File: config.mk
export PLATFORM = sky130hd
export DESIGN_NAME = graphic_scaled
export DESIGN_NICKNAME = d
export VERILOG_FILES = /design/src/rtl/graphic_scaled.sv
export SDC_FILE = /design/constraint.sdc
export NUM_CORES = 1
export LEC_CHECK = 0
export BUFFER_PORTS_ARGS = -buffer_cell sky130_fd_sc_hd__buf_4
export CAP_MARGIN = 20
export CORE_UTILIZATION = 40
export CTS_BUF_LIST = sky130_fd_sc_hd__clkbuf_8 sky130_fd_sc_hd__clkbuf_16
export DETAILED_ROUTE_END_ITERATION = 12
export PLACE_DENSITY_LB_ADDON = 0.15
export SYNTH_ARGS = -nofsm -noshare
export SYNTH_HDL_FRONTEND = slang
export SYNTH_SLANG_ARGS = --single-unit
File: constraint.sdc
create_clock -name clk -period 3.75 [get_ports clk]
set_clock_uncertainty 0.2 [all_clocks]
set_input_delay 0.75 -clock clk [delete_from_list [all_inputs] [get_ports clk]]
set_output_delay 0.75 -clock clk [all_outputs]
set_load 0.05 [all_outputs]
File: src/rtl/graphic_scaled.sv
// VGA scan-out with integer upscale of a BGR555 framebuffer, centred on a border colour.
// The H/V counters drive a multiplier-free address generator. Control bits are delayed
// MEM_LAT cycles so they meet the returning RAM data, then registered once at the pins.
module graphic_scaled #(
  parameter int          FB_W    = 240,
  parameter int          FB_H    = 160,
  parameter int          SCALE   = 2,
  parameter int          X_OFF   = 80,
  parameter int          Y_OFF   = 80,
  parameter int          H_VIS   = 640,
  parameter int          H_FP    = 16,
  parameter int          H_SYNC  = 96,
  parameter int          H_BP    = 48,
  parameter int          V_VIS   = 480,
  parameter int          V_FP    = 10,
  parameter int          V_SYNC  = 2,
  parameter int          V_BP    = 33,
  parameter int          MEM_LAT = 1,
  parameter logic [14:0] BORDER  = 15'h0000,
  parameter int          AW      = 16
) (
  input  logic          clk,
  input  logic          rst,
  output logic [AW-1:0] addr,
  input  logic [15:0]   data,
  output logic [7:0]    R,
  output logic [7:0]    G,
  output logic [7:0]    B,
  output logic          HS,
  output logic          VS,
  output logic          vga_clk,
  output logic          vga_black_n,
  output logic          vga_sync_n,
  output logic          vblank,
  output logic          frame_start
);

  localparam int H_TOT = H_VIS + H_FP + H_SYNC + H_BP;
  localparam int V_TOT = V_VIS + V_FP + V_SYNC + V_BP;
  localparam int HW    = $clog2(H_TOT);
  localparam int VW    = $clog2(V_TOT);
  localparam int FXW   = (FB_W > 1) ? $clog2(FB_W) : 1;
  localparam int SW    = (SCALE > 1) ? $clog2(SCALE) : 1;

  localparam logic [HW-1:0] H_LAST = HW'(H_TOT - 1);
  localparam logic [HW-1:0] HS_LO  = HW'(H_VIS + H_FP);
  localparam logic [HW-1:0] HS_HI  = HW'(H_VIS + H_FP + H_SYNC);
  localparam logic [HW-1:0] H_VEND = HW'(H_VIS);
  localparam logic [HW-1:0] X_LO   = HW'(X_OFF);
  localparam logic [HW-1:0] X_HI   = HW'(X_OFF + FB_W * SCALE);
  localparam logic [VW-1:0] V_LAST = VW'(V_TOT - 1);
  localparam logic [VW-1:0] VS_LO  = VW'(V_VIS + V_FP);
  localparam logic [VW-1:0] VS_HI  = VW'(V_VIS + V_FP + V_SYNC);
  localparam logic [VW-1:0] V_VEND = VW'(V_VIS);
  localparam logic [VW-1:0] Y_LO   = VW'(Y_OFF);
  localparam logic [VW-1:0] Y_HI   = VW'(Y_OFF + FB_H * SCALE);
  localparam logic [SW-1:0] SUB_LAST = SW'(SCALE - 1);
  localparam logic [AW-1:0] ROW_STEP = AW'(FB_W);

  // Control bits kept active-high so a cleared stage reads as "idle, syncs inactive".
  typedef struct packed {
    logic hs_on;
    logic vs_on;
    logic vis;
    logic img;
    logic vb;
  } ctl_t;

  logic [HW-1:0]  hcnt_q, hcnt_d;
  logic [VW-1:0]  vcnt_q, vcnt_d;
  logic [FXW-1:0] fx_q, fx_d;
  logic [SW-1:0]  sub_q, sub_d;
  logic [SW-1:0]  vsub_q, vsub_d;
  logic [AW-1:0]  row_base_q, row_base_d;
  ctl_t           pipe_q [MEM_LAT];
  ctl_t           pipe_d [MEM_LAT];
  ctl_t           cur, tap;
  logic [7:0]     r_q, r_d, g_q, g_d, b_q, b_d;
  logic           hs_q, hs_d, vs_q, vs_d;
  logic           black_n_q, black_n_d, vblank_q, vblank_d, fs_q, fs_d;
  logic           h_end, v_end, x_in, y_in, inimg;
  logic [14:0]    pix;
  logic           data_unused;

  function automatic logic [7:0] exp5(input logic [4:0] c);
    return {c, c[4:2]};
  endfunction

  // Raster counters, image window decode and read address generation.
  always_comb begin
    h_end  = (hcnt_q == H_LAST);
    v_end  = (vcnt_q == V_LAST);
    x_in   = (hcnt_q >= X_LO) && (hcnt_q < X_HI);
    y_in   = (vcnt_q >= Y_LO) && (vcnt_q < Y_HI);
    inimg  = x_in && y_in;
    addr   = inimg ? (row_base_q + AW'(fx_q)) : '0;
    hcnt_d = h_end ? '0 : hcnt_q + 1'b1;
    vcnt_d = vcnt_q;
    if (h_end) vcnt_d = v_end ? '0 : vcnt_q + 1'b1;
    fx_d  = fx_q;
    sub_d = sub_q;
    if (h_end) begin
      fx_d  = '0;
      sub_d = '0;
    end else if (inimg) begin
      if (sub_q == SUB_LAST) begin
        sub_d = '0;
        fx_d  = fx_q + 1'b1;
      end else begin
        sub_d = sub_q + 1'b1;
      end
    end
    row_base_d = row_base_q;
    vsub_d     = vsub_q;
    if (h_end) begin
      if (v_end) begin
        row_base_d = '0;
        vsub_d     = '0;
      end else if (y_in) begin
        if (vsub_q == SUB_LAST) begin
          vsub_d     = '0;
          row_base_d = row_base_q + ROW_STEP;
        end else begin
          vsub_d = vsub_q + 1'b1;
        end
      end
    end
  end

  // Control delay line matching the RAM read latency.
  always_comb begin
    cur.hs_on = (hcnt_q >= HS_LO) && (hcnt_q < HS_HI);
    cur.vs_on = (vcnt_q >= VS_LO) && (vcnt_q < VS_HI);
    cur.vis   = (hcnt_q < H_VEND) && (vcnt_q < V_VEND);
    cur.img   = inimg;
    cur.vb    = (vcnt_q >= V_VEND);
    pipe_d[0] = cur;
    for (int i = 1; i < MEM_LAT; i++) pipe_d[i] = pipe_q[i-1];
  end

  // Pixel selection, colour expansion and sync outputs for the pin register.
  always_comb begin
    tap  = pipe_q[MEM_LAT-1];
    pix  = tap.img ? data[14:0] : BORDER;
    r_d  = tap.vis ? exp5(pix[4:0])   : 8'h00;
    g_d  = tap.vis ? exp5(pix[9:5])   : 8'h00;
    b_d  = tap.vis ? exp5(pix[14:10]) : 8'h00;
    hs_d = ~tap.hs_on;
    vs_d = ~tap.vs_on;
    black_n_d = tap.vis;
    vblank_d  = tap.vb;
    fs_d      = tap.vb & ~vblank_q;
  end

  // All state, synchronously cleared.
  always_ff @(posedge clk) begin
    if (rst) begin
      hcnt_q     <= '0;
      vcnt_q     <= '0;
      fx_q       <= '0;
      sub_q      <= '0;
      vsub_q     <= '0;
      row_base_q <= '0;
      for (int i = 0; i < MEM_LAT; i++) pipe_q[i] <= '0;
      r_q        <= '0;
      g_q        <= '0;
      b_q        <= '0;
      hs_q       <= 1'b1;
      vs_q       <= 1'b1;
      black_n_q  <= 1'b0;
      vblank_q   <= 1'b0;
      fs_q       <= 1'b0;
    end else begin
      hcnt_q     <= hcnt_d;
      vcnt_q     <= vcnt_d;
      fx_q       <= fx_d;
      sub_q      <= sub_d;
      vsub_q     <= vsub_d;
      row_base_q <= row_base_d;
      pipe_q     <= pipe_d;
      r_q        <= r_d;
      g_q        <= g_d;
      b_q        <= b_d;
      hs_q       <= hs_d;
      vs_q       <= vs_d;
      black_n_q  <= black_n_d;
      vblank_q   <= vblank_d;
      fs_q       <= fs_d;
    end
  end

  assign data_unused = data[15];
  assign R           = r_q;
  assign G           = g_q;
  assign B           = b_q;
  assign HS          = hs_q;
  assign VS          = vs_q;
  assign vga_black_n = black_n_q;
  assign vblank      = vblank_q;
  assign frame_start = fs_q;
  assign vga_clk     = clk;
  assign vga_sync_n  = 1'b1;

endmodule

==> results of run 1 <==
==> layer usage <==
metal	vias to the layer above	track usage [%]	wire [um]
met5	-	0	0
met4	0	7.422	51
met3	5	6.650	370
met2	69	28.64	3225
met1	1237	21.44	3349
li1	1390	-	-
==> kinds of logic (layout without fill, tap and decap cells) <==
kind of cell / Yosys count / after routing / share of synthesized area [%]
buffers and inverters: 40 / 97 / 6.224
AO/OA/AOI/OAI: 59 / 59 / 12.72
XOR/XNOR: 28 / 28 / 7.484
flip-flops: 67 / 67 / 40.93
multiplexers: 1 / 1 / 0.3055
AND/OR/NAND/NOR: 168 / 168 / 28.41
other: 1 / 1 / 0.1144
adder cells (fa/ha/maj): 10 / 10 / 3.818
==> through the flow <==
step | hold WS [ns] | total power [uW] | util [%] | cells | cell area, um^2
detailed placement | 0.1562 | 828.1 | 47.77 | 514 | 3730
CTS | 0.1728 | 1556 | 51.03 | 533 | 3984
floorplan | 0.1517 | 810.9 | - | 374 | 3277
global route | 0.1922 | 1588 | 51.03 | 533 | 3984
finish | 0.1704 | 1526 | 51.03 | 533 | 3984
global placement | 0.1580 | 827.4 | 47.77 | 514 | 3730
==> state kept, by name (all words and copies together), names as in the netlist <==
name and flops:
row_base_q 12, hcnt_q 10, vcnt_q 10, fx_q 8, B 5, G 5, R 5, pipe_q 3
HS 1, VS 1, black_n_d 1, frame_start 1, sub_q 1, vblank 1, vblank_d 1, vga_black_n 1
vsub_q 1
==> power by group <==
group / leakage, uW / internal, uW / switching, uW
logic: 0.000904 / 14.9 / 21.0
registers: 0.000541 / 715 / 3.08
clock network: 0.000135 / 441 / 331
total: 0.00158 / 1170 / 355
==> cells in the final DEF, fill, tap and decap left out, types with 2 or more instances in the layout <==
cell type,count
or2_2,2
nor3_2,3
xnor2_1,15
nand2b_1,2
o21ai_0,13
and3_1,20
a31oi_1,4
o211a_1,2
inv_1,15
nand4_1,6
o21a_1,2
nand2_1,22
clkbuf_8,15
xor2_1,13
and4_1,2
a21oi_1,19
nand3_1,9
o211ai_1,3
or3_1,6
buf_4,63
clkinv_2,2
or4_1,2
nor4_4,2
dfxtp_1,67
nor3_1,16
nor2_1,53
nor2b_1,6
ha_1,10
nor3b_1,3
nand3b_1,5
a211oi_1,2
==> layout make-up <==
class | instances | area (um^2) | share of cell area (%)
well taps | 102 | 127.6 | 3.204
inverters | 15 | 56.30 | 1.413
clock inverters | 4 | 47.55 | 1.193
repair buffers | 62 | 465.4 | 11.68
multi-input cells | 267 | 1732 | 43.47
clock buffers | 16 | 214.0 | 5.371
flip-flops and latches | 67 | 1341 | 33.67
==> worst paths after layout <==
kind	endpoint	slack, ns	cells after the start
worst min register to register	HS$_SDFF_PP1_	0.17	1
worst max-delay path	addr[7]	0.37	5
worst min-delay path	HS$_SDFF_PP1_	0.17	1
worst max register to register	fx_q[0]$_SDFFE_PP0P_	1.00	5
==> flow_summary.toml, run 1 <==
[outcome]
status = "finished, final reports clean"

[grt]
antenna_found_initial = 0
grt.total_usage_pct = 17.87
grt_pass1_wl_um = 11850
grt_overflow = 0
grt_pass1_vias = 2508
grt_max_degree = 27

[timing]
max-slew-margin-rel_pct = 36.17
setup_slack_ns = 0.3664
slew_viol_final = 0
rsz0062_at_grt = "no"
tns_ns = 0
period_share_pct = 90.23
layout_min_cycle_time_ns = 3.384
worstMarginPinSlew_ns = 0.9573
hold_viol_final = 0
timing.fmax_mhz = 295.5
setup_violations = 0

[floorplan]
core_area_um2 = 7807
start_util_pct = 41.97
die_x_um = 92.51
num_rows = 32
die_h_um = 92.51
io_pins = 65
die_area_um2 = 8558

[synthesis]
synth_edf_count = 0
synthTopCellsByCount = "67 x dfxtp_1, 53 x nor2_1, 22 x nand2_1"
syn_inst = 374
avgSynthCellArea_um2 = 8.762
ys.flop_type = "dfxtp_1"
yosys_warnings = 0
syn_nets = 402
yosysUniqueCellTypes = 57
synthArstFlopShare_pct = 0
yosys-top-cells-area = "dfxtp_1 41%, nor2_1 6.1%, xnor2_1 4.0%, and3_1 3.8%, ha_1 3.8%"
synth-seq-cells = 67
yosysMostFrequentCell = "dfxtp_1"
yosys.area.top_type = "dfxtp_1"
synth_top_area_share_pct = 40.93
syn_area_um2 = 3277
ys_seq_area_share_pct = 40.93

[clocking]
cts-resized-gates = 0
clk_latency_ns = 0.44
cts_setup_buffers = 0
cts_tree = "yes"
clk_pin_slew_ns = 0.07
cts_hold_buffers = 0

[worst_setup_path]
critPathMaxFanout = 26
worst-setup-path-type = "reg -> out"
critPathArrivalTime_ns = 2.43
cp_slowest_cell = "o21ai_2"
slowest_delay_ns = 0.75
crit_path_start_kind = "flop"
path_buf_inv = 1
cp-end-kind = "output pin"
timing.rr.start = "hcnt_q[0]$_SDFF_PP0_"
crit_path_cell_trace = "nor2_1, and4b_1, o21ai_2, a221oi_1, buf_4"
cp.required_ns = 2.80
cp_top_family = "compound AO/OA/AOI/OAI gates"
critPathLaunch = "hcnt_q[7]$_SDFF_PP0_"

[drt]
wl_um = 6996
drtIter0Drc = 163
final_antenna_net_count = 0
drc = 0
vias_per_cell = 5.068
first_pass_iters = 4
num_vias = 2701
wl_per_cell_um = 13.13

[flow_run]
cap_viol_max_count = 0

[placement]
port_buffers = 62
hpwl_um = 4685
gp_congestion = 0.8183
preCtsSetupSlack_ns = 0.7579

[power_and_ir_drop]
p_leak_uw = 0.001579
vdd_drop_max_mv = 0.2117
powerDensity_nw_per_um2 = 383.2

[finish]
antenna_cells = 0
syn2layout_area_growth_pct = 21.57
drive_above_1_share_pct = 22.97
num-nets-final = 454
nFillCells = 756

[hold_path]
min_path_type = "reg -> reg"
hold_start = "pipe_q[4]$_SDFF_PP0_"
Note: power is estimated with default switching activity, not from simulation.
==> run 2: changes to the inputs <==
==> constraint.sdc (replaced) <==
create_clock -name clk -period 3.5 [get_ports clk]
set_clock_uncertainty 0.2 [all_clocks]
set_input_delay 0.7 -clock clk [delete_from_list [all_inputs] [get_ports clk]]
set_output_delay 0.7 -clock clk [all_outputs]
set_load 0.05 [all_outputs]
==> flow_summary.toml, run 2 (same netlist as run 1, synthesis figures left out) <==
[finish]
reg.largest.list = "row_base_q x12, hcnt_q x10, vcnt_q x10"
final_common_cell = "dfxtp_1"
antenna_cells = 0
syn2layout_area_growth_pct = 21.23
num-nets-final = 454
final_cell_mix = "67 x dfxtp_1, 63 x buf_4, 53 x nor2_1"
top_register = "row_base_q"
largest_reg_flops = 12
drive_above_1_share_pct = 22.33
nFillCells = 732
final_area_um2 = 3973

[timing]
worstMarginPinSlew_ns = 0.9229
hold_viol_final = 0
rsz0062_at_grt = "no"
max-slew-margin-rel_pct = 37.91
tns_ns = 0
timing.fmax_mhz = 312.5
period_share_pct = 91.44
layout_min_cycle_time_ns = 3.200
setup_violations = 0
fin_hold_ws_ns = 0.1732
slew_viol_final = 0

[floorplan]
die_h_um = 92.51
num_rows = 32
io_pins = 65
core_area_um2 = 7807
die_area_um2 = 8558
die_x_um = 92.51
start_util_pct = 41.97

[grt]
grt_pass1_vias = 2522
grt_max_degree = 27
grt.total_usage_pct = 17.12
grt_pass1_wl_um = 11550
antenna_found_initial = 0
grt_overflow = 0

[worst_setup_path]
slowest_delay_ns = 0.35
critPathMaxFanout = 10
regToRegSetupSlack_ns = 0.76
timing.rr.start = "hcnt_q[0]$_SDFF_PP0_"
cp-end-kind = "output pin"
cp.required_ns = 2.60
cp_slowest_cell = "dfxtp_1"
critPathArrivalTime_ns = 2.30
crit_path_cell_trace = "ha_1, a211o_1, a21oi_1, buf_4, nor3b_1, xnor2_1, nor2_1, buf_4"
regToRegEndpoint = "fx_q[0]$_SDFFE_PP0P_"
path_buf_inv = 2
ff2ff_path_depth = 5
crit_path_frequent_cell = "buf_4"
crit_path_start_kind = "flop"
worst-setup-path-type = "reg -> out"
cp_top_family = "compound AO/OA/AOI/OAI gates"

[clocking]
cts_tree = "yes"
clk_pin_slew_ns = 0.07
cts_hold_buffers = 0
cts_setup_buffers = 0
clk_latency_ns = 0.44
cts-resized-gates = 0

[hold_path]
hold_start = "pipe_q[4]$_SDFF_PP0_"
holdPathStages = 1
min_path_type = "reg -> reg"
hold_end = "HS$_SDFF_PP1_"

[placement]
gp_congestion = 0.7898
placed_area_um2 = 3730
port_buffers = 62
hpwl_um = 4671

[drt]
num_vias = 2716
drtIter0Drc = 114
vias_per_cell = 5.105
first_pass_iters = 4
wl_um = 6830
final_antenna_net_count = 0
drc = 0
wl_per_cell_um = 12.84

[power_and_ir_drop]
power_uw = 1585
vdd_drop_max_mv = 0.1620
powerDensity_nw_per_um2 = 398.9
p_leak_uw = 0.001579

[flow_run]
cap_viol_max_count = 0

[outcome]
status = "finished, final reports clean"
[run 2: per-stage QoR]
| stage | util, % | instances | worst slack [ns] |
|---|---|---|---|
| 3_3_place_gp | 47.77 | 514 | 0.6331 |
| 6_report | 50.88 | 532 | 0.2996 |
| 2_1_floorplan | - | 374 | 0.2101 |
| 3_5_place_dp | 47.77 | 514 | 0.5915 |
| 4_1_cts | 50.79 | 532 | 0.1076 |
| 5_1_grt | 50.88 | 532 | 0.1360 |
[run 2: worst max path at each step]
stage                                      start  endpoint  cells past startpoint
after detailed placement    hcnt_q[7]$_SDFF_PP0_  addr[14]                      5
after CTS                   hcnt_q[7]$_SDFF_PP0_  addr[14]                      5
after global placement      hcnt_q[7]$_SDFF_PP0_   addr[7]                      5
final                       fx_q[5]$_SDFFE_PP0P_  addr[14]                      8
after floorplan           vcnt_q[4]$_SDFFE_PP0P_   addr[7]                      5
after global routing        hcnt_q[7]$_SDFF_PP0_   addr[7]                      5
[run 2: report_power, final]
part           total [uW]  internal, uW  switching, uW
registers             770           766           3.20
clock network         777           446            332
logic                37.8          15.8           22.0
total                1580          1230            357
[run 2: final cells by class]
type	instances	area, um^2	area share (%)
multi-input combinational	267	1739	43.78
inverter	15	56.30	1.417
clock buffer	15	200.2	5.039
sequential	67	1341	33.76
timing repair buffer	62	465.4	11.72
clock inverter	4	42.54	1.071
tap	102	127.6	3.213
[run 2: routing by layer]
metal / part of all wire [%] / vias up / global-route usage [%] / routed length [um]
li1: - / 1395 / - / -
met2: 46 / 73 / 27.04 / 3151
met3: 5.3 / 7 / 5.008 / 365
met5: 0 / - / 0 / 0
met4: 0.92 / 0 / 7.682 / 63
met1: 48 / 1241 / 21.50 / 3249
[run 2: worst register-to-register path, stage by stage, from the launching register on]
cell and delay (ns):
dfxtp_1 0.37, ha_1 0.21, nand3_2 0.18, or4_1 0.92, nand2_1 0.61, nor2_1 0.10
